===== config.mk =====
export PLATFORM = sky130hd
export DESIGN_NAME = ccr_unit
export DESIGN_NICKNAME = d
export VERILOG_FILES = /design/src/rtl/ccr_unit.sv
export SDC_FILE = /design/constraint.sdc
export NUM_CORES = 1
export LEC_CHECK = 0
export ABC_AREA = 0
export CORE_MARGIN = 2
export CORE_UTILIZATION = 46
export DETAILED_ROUTE_END_ITERATION = 8
export MAX_ROUTING_LAYER = met4
export PLACE_DENSITY = 0.86
export SYNTH_ARGS = -nofsm -noshare
export SYNTH_HDL_FRONTEND = slang
export SYNTH_SLANG_ARGS = --single-unit
export TNS_END_PERCENT = 100

===== constraint.sdc =====
create_clock -name i_clk -period 2.5 [get_ports i_clk]
set_input_delay 0.75 -clock i_clk [delete_from_list [all_inputs] [get_ports i_clk]]
set_output_delay 0.75 -clock i_clk [all_outputs]
set_load 0.05 [all_outputs]

===== src/rtl/ccr_unit.sv =====
// Condition-code register stage behind the execute-stage ALU.
// Holds {C,N,Z}, applies per-opcode flag updates, SETC/CLRC, clears the
// flag tested by a taken conditional jump, and keeps a small LIFO of saved
// CCR values for nested interrupt entry / RTI.
module ccr_unit #(
    parameter int DEPTH = 2,
    localparam int DW = $clog2(DEPTH + 1)
) (
    input  logic          i_clk,
    input  logic          i_reset,
    input  logic          i_stall,
    input  logic          i_alu_valid,
    input  logic [2:0]    i_alu_op,
    input  logic          i_zero_flag,
    input  logic          i_negative_flag,
    input  logic          i_carry_flag,
    input  logic          i_setc,
    input  logic          i_clrc,
    input  logic          i_jmp_valid,
    input  logic [1:0]    i_jmp_cond,
    input  logic          i_save,
    input  logic          i_restore,
    output logic [2:0]    o_ccr,
    output logic          o_jmp_taken,
    output logic [DW-1:0] o_depth,
    output logic          o_stack_overflow,
    output logic          o_stack_underflow
);

    // Stack index width; a single-entry stack still needs a 1-bit index.
    localparam int IW = (DEPTH > 1) ? $clog2(DEPTH) : 1;
    localparam logic [DW-1:0] FULL = DW'(DEPTH);

    logic [2:0]    stack [DEPTH];
    logic [2:0]    next_ccr;
    logic          flag_sel;
    logic          not_empty;
    logic          not_full;
    logic          do_push;
    logic          do_pop;
    logic [IW-1:0] push_idx;
    logic [IW-1:0] top_idx;

    assign not_empty = (o_depth != '0);
    assign not_full  = (o_depth < FULL);
    assign do_pop    = i_restore & not_empty;
    assign do_push   = i_save & ~i_restore & not_full;
    // Out-of-range values only appear when the matching operation is blocked.
    assign push_idx  = IW'(o_depth);
    assign top_idx   = IW'(o_depth - DW'(1));

    // Jump decision from the registered CCR only; same-cycle ALU flags are not forwarded.
    always_comb begin
        flag_sel = 1'b1;
        case (i_jmp_cond)
            2'b00:   flag_sel = 1'b1;
            2'b01:   flag_sel = o_ccr[0];
            2'b10:   flag_sel = o_ccr[1];
            default: flag_sel = o_ccr[2];
        endcase
        o_jmp_taken = i_jmp_valid & ~i_stall & flag_sel;
    end

    // Next CCR: jump clear, then ALU update, then SETC/CLRC, later steps win per bit.
    always_comb begin
        next_ccr = o_ccr;
        if (o_jmp_taken) begin
            case (i_jmp_cond)
                2'b01:   next_ccr[0] = 1'b0;
                2'b10:   next_ccr[1] = 1'b0;
                2'b11:   next_ccr[2] = 1'b0;
                default: ;
            endcase
        end
        if (i_alu_valid) begin
            case (i_alu_op)
                3'b001, 3'b100, 3'b101: begin
                    next_ccr[0] = i_zero_flag;
                    next_ccr[1] = i_negative_flag;
                end
                3'b010, 3'b011, 3'b110, 3'b111: begin
                    next_ccr[0] = i_zero_flag;
                    next_ccr[1] = i_negative_flag;
                    next_ccr[2] = i_carry_flag;
                end
                default: ;
            endcase
        end
        if (i_setc & ~i_clrc) begin
            next_ccr[2] = 1'b1;
        end else if (i_clrc & ~i_setc) begin
            next_ccr[2] = 1'b0;
        end
    end

    // Shadow stack storage: pushes the post-update CCR; contents need no reset.
    always_ff @(posedge i_clk) begin
        if (~i_stall & do_push) begin
            stack[push_idx] <= next_ccr;
        end
    end

    // CCR, stack pointer and sticky error flags; restore takes priority over save.
    always_ff @(posedge i_clk or posedge i_reset) begin
        if (i_reset) begin
            o_ccr             <= 3'b000;
            o_depth           <= '0;
            o_stack_overflow  <= 1'b0;
            o_stack_underflow <= 1'b0;
        end else if (~i_stall) begin
            if (do_pop) begin
                o_ccr   <= stack[top_idx];
                o_depth <= o_depth - DW'(1);
            end else begin
                o_ccr <= next_ccr;
                if (do_push) begin
                    o_depth <= o_depth + DW'(1);
                end
            end
            if (i_restore & ~not_empty) begin
                o_stack_underflow <= 1'b1;
            end
            if (i_save & ~i_restore & ~not_full) begin
                o_stack_overflow <= 1'b1;
            end
        end
    end

endmodule


* Word level (Yosys, flattened, before mapping)
Memories as Yosys holds them, arrays and structs flattened.
Index checks and enable logic that the tools add are counted.
** Storage, ports and cells
- Flip-flop bits (word level) :: 7
- Word-level logic and storage cells :: 57
- Input port bits :: 17
- Output and inout port bits :: 8
- Memories :: 1
- Memory bits (writable) :: 6
** Memories
- stack :: words 2, bits a word 3, read ports 1, clocked after Yosys merged registers in 0, write ports 1, line 34 : logic [2:0] stack [DEPTH];
** Operators by class
- Order comparisons :: 1
- Multiplexer cells :: 15
- Reduce and logical (&&, ||, !) cells :: 8
- Equality and inequality tests :: 10
- Bitwise operators :: 16
- $add $sub $neg :: 2
** Operators by type and width (count)
- $eq A3 B3 Y1 const B :: 4
- $and A1 B1 Y1 :: 10
- $mux W3 :: 3
- $mux W1 :: 8
- $reduce_or A7 Y1 :: 1
- $eq A3 B2 Y1 const B :: 2
- $mux W2 :: 3
- $not A1 Y1 :: 6
- $reduce_and A2 Y1 :: 3
- $eq A2 B2 Y1 const B :: 2
- $reduce_bool A2 Y1 :: 2
- $reduce_or A4 Y1 :: 1
- $eq A3 B1 Y1 const B :: 1
- $pmux W1 S3 :: 1
- $add A2 B1 Y2 const B :: 1
- $eq A2 B1 Y1 const B :: 1
- $logic_not A2 Y1 :: 1
- $lt A2 B2 Y1 const B :: 1
- $sub A2 B1 Y2 const B :: 1

* Depth between registers and ports, before layout
- Word-level depth :: 9
- Gate-level depth with buffers :: 7
- Gate-level depth less buffers :: 6

* Worst setup path after synthesis
Ideal clock, no wire load.
- Kind :: input-to-output
- From :: input port i_stall
- To :: output port o_jmp_taken
- Path slack :: -0.409 ns
- Stages on the path :: 3
- Data arrival time :: 2.159 ns
- Required time :: 1.750 ns
- Path buffers :: 1
- Path through :: buf_6 > nand2b_4 > a211oi_1
** On the way
- Cells in the longest elaborated chain, start to end :: 3
** RTL lines
- from (decl) :: line 11 : input logic i_stall,
- $not A1 Y1 (no source line)
- $and A1 B1 Y1 (2 in series) :: line 61 : o_jmp_taken = i_jmp_valid & ~i_stall & flag_sel;
- to (decl) :: line 24 : output logic o_jmp_taken,
No other way between the ends.

* Worst setup path in the final report
- From :: input port i_jmp_valid
- To :: output port o_jmp_taken
** On the way
- Cells in the longest elaborated chain, start to end :: 2
** RTL lines
- from (decl) :: line 19 : input logic i_jmp_valid,
- $and A1 B1 Y1 (2 in series) :: line 61
No other way between the ends.

==> results.txt <==
status -> completed
drt wl/cell -> 15.8 µm
worst path bufs/invs -> 2
clock sinks -> 13
first-pass GRT wire length -> 2840 µm
CP Launch Type -> primary input
initial core utilization -> 0.480
H-tree levels -> 1
DP HPWL -> 1380 µm
Worst Path Arrival -> 1.73 ns
Die H -> 43.2 µm
post-synthesis sequential area ratio -> 0.504
Clock Skew -> 0.00836 ns
Yosys reg bits -> 13
Clk Latency, worst-skew pair -> 0.28 ns
minimum clock period -> 2.48 ns
Crit Path Category -> in2out
Final Power -> 924 µW
total grt overflow -> 0
Hold WC Path Type -> reg2reg
Die ar. -> 1860 µm²
post-synthesis compound-gate area fraction -> 0.188
final instance area -> 1060 µm²
ratio of cells with drive above 1 in the final layout -> 0.206
number of diodes -> 0
max-slew violation count -> 0
FFs w/ async S/R, synth -> 0.538
Distinct cells, synth -> 31
EDFF count, synth -> 6
Worst Path Required -> 1.75 ns
Syn. warnings -> 0
all-layer global routing usage -> 0.222
Layout fillers -> 107
Power Density -> 874 nW/µm²
Worst-Margin Slew -> 0.516 ns
switching power -> 401 µW
RSZ-0062 raised after global routing -> no
Die W -> 43.2 µm
TritonCTS Buffers -> 3
nature of the critical path endpoint -> primary output
Int Pwr -> 523 µW
clock root buffer -> clkbuf_4
Reg clk slew, reported paths -> 0.09 ns
Slew Limit Headroom -> 0.655
CTS tree -> yes
critical path cell sequence -> clkdlybuf4s50_1, nand2b_4, a211oi_4, buf_12
Max Cap Viol -> 0
count leader, synth -> inv_1
Via Count -> 657
DRT Pass-1 Iters -> 4
Worst VDD drop -> 560 µV
Synth Area in Simple Gates -> 0.128
register share of total power -> 0.357
IO buf count -> 24
largest family of logic cells by synthesized area -> compound AO/OA/AOI/OAI gates
syn_nets -> 82
cell at the slowest stage of the critical path -> clkdlybuf4s50_1
mux contribution to synthesized area -> 0.0585
clk buf depth -> 2
clock share of power -> 0.143
Gate power share -> 0.501
adder-cell share of the synthesized area -> 0.0337
Post-Synthesis Cells -> 64
cts hold-fix bufs -> 0
row count -> 14
Final ANT Viol Nets -> 0
Vias/cell -> 5.81
top cells by area, synth -> edfxtp_1, dfrtp_1, inv_1, mux2i_1, nand2_1
P_leak -> 0.450 nW
Avg Cell Area, Syn -> 11.0 µm²
drt first-iter violations -> 31
Max Fclk -> 404 MHz
Placed Area -> 1020 µm²
CORE AREA -> 1470 µm²
Final nets -> 116
Mapped Area -> 706 µm²
XOR/XNOR share of the synthesized area -> 0.0124
Area growth syn-to-layout -> 49.8%
commonest cells in the netlist -> inv_1, dfrtp_1, edfxtp_1, nand2_1
period utilization -> 0.990
io pins -> 25
final estimated routing congestion in global placement -> 0.898
post-synth top area share -> 0.255
vias in the first global route -> 618
Max stage delay on crit path -> 0.52 ns
DRT Wirelength -> 1790 µm
maximum number of pins on one net before global-route repair -> 9
ys flop type -> dfrtp_1
initial antenna violation count -> 0
final setup fails -> 0
final hold vios -> 0
Worst Path Max Fanout -> 2
WHS -> 0.472 ns
# DRC -> 0
Crit path max-delay family -> buffers and inverters
largest area contributor in the netlist -> edfxtp_1
Sw Share -> 0.434
[layout by cell type, fill, tap and decap left out, drive strengths merged]
| cell | Yosys | layout |
|---|---|---|
| o22ai | 1 | 1 |
| nor4 | 2 | 2 |
| clkinv | 0 | 1 |
| clkdlybuf4s50 | 0 | 21 |
| buf | 2 | 8 |
| o311ai | 1 | 1 |
| a22oi | 1 | 1 |
| maj3 | 1 | 1 |
| a211oi | 1 | 1 |
| mux2i | 3 | 3 |
| inv | 10 | 10 |
| o221a | 2 | 2 |
| a31oi | 1 | 1 |
| o31ai | 2 | 2 |
| nand2b | 4 | 4 |
| a31o | 1 | 1 |
| o211ai | 1 | 1 |
| xnor2 | 1 | 1 |
| nand2 | 6 | 6 |
| edfxtp | 6 | 6 |
| mux2 | 1 | 1 |
| nor2 | 2 | 2 |
| clkbuf | 0 | 3 |
| and3 | 1 | 1 |
| o21ai | 4 | 4 |
| o22a | 1 | 1 |
| ha | 1 | 1 |
| nand4b | 1 | 1 |
| dfrtp | 7 | 7 |
| dlygate4sd2 | 0 | 2 |
[per-layer routing]
layer	track usage	share of wire	vias to the layer above
li1	-	-	302
met1	0.285	0.40	311
met2	0.346	0.51	38
met3	0.0255	0.062	6
met4	0.109	0.027	0
met5	-	0	-
[final timing paths]
path	start	to	slack [ns]	depth (start not counted)
max in group asynchronous	i_reset	o_ccr[0]$_DFFE_PP0N_	1.57	2
setup / recovery	i_jmp_valid	o_jmp_taken	0.02	4
min in group asynchronous	i_reset	o_stack_overflow$_DFFE_PP0P_	0.71	2
hold / removal	o_stack_underflow$_DFFE_PP0P_	o_stack_underflow$_DFFE_PP0P_	0.47	1
setup reg to reg	o_depth[0]$_DFFE_PP0P_	o_ccr[0]$_DFFE_PP0N_	0.85	6
hold reg to reg	o_stack_underflow$_DFFE_PP0P_	o_stack_underflow$_DFFE_PP0P_	0.47	1
[power by group through the flow]
stage               clock network (mW)  logic (mW)  registers [mW]
finish                           0.132       0.463           0.330
global route                     0.151       0.491           0.339
CTS                              0.134       0.455           0.328
detailed placement                   0       0.452           0.333
global placement                     0       0.441           0.331
floorplan                            0       0.180           0.442
[state kept, by name, indices dropped and copies added (netlist names)]
signal	cells
o_stack_underflow	1
o_ccr	3
o_depth	2
o_stack_overflow	1
stack	6
[stage by stage]
stage | worst slack [ns] | setup TNS [ns] | instances | util
finish | 0.0246 | 0 | 113 | 0.719
global route | 0.00148 | 0 | 113 | 0.719
floorplan | 0.0794 | 0 | 64 | -
global placement | -0.0756 | -0.0756 | 109 | 0.691
CTS | 0.00243 | 0 | 113 | 0.713
detailed placement | -0.111 | -0.111 | 109 | 0.691
[cells by family (layout without fill, tap and decap cells)]
logic type / count (synthesis) / count (layout)
XOR/XNOR: 1 / 1
adder cells (fa/ha/maj): 2 / 2
AND/OR/NAND/NOR: 16 / 16
buffers and inverters: 12 / 45
multiplexers: 4 / 4
AO/OA/AOI/OAI: 16 / 16
flip-flops: 13 / 13
[area by class of cell]
| type | count | area, µm² | share of cell area |
|---|---|---|---|
| tap | 16 | 20.0 | 0.0189 |
| sequential | 13 | 355 | 0.336 |
| multi-input combinational | 39 | 317 | 0.299 |
| clock inverter | 1 | 5.00 | 0.00473 |
| inverter | 10 | 37.5 | 0.0355 |
| clock buffer | 3 | 22.5 | 0.0213 |
| timing repair buffer | 31 | 300 | 0.284 |
[what timing repair did]
item                                    in CTS  in global routing
endpoints found under the setup margin       1                  1
pin swaps                                    1                  0
gates resized for setup                      3                  1
setup buffers                                0                  0
Note: power is estimated with default switching activity, not from simulation.
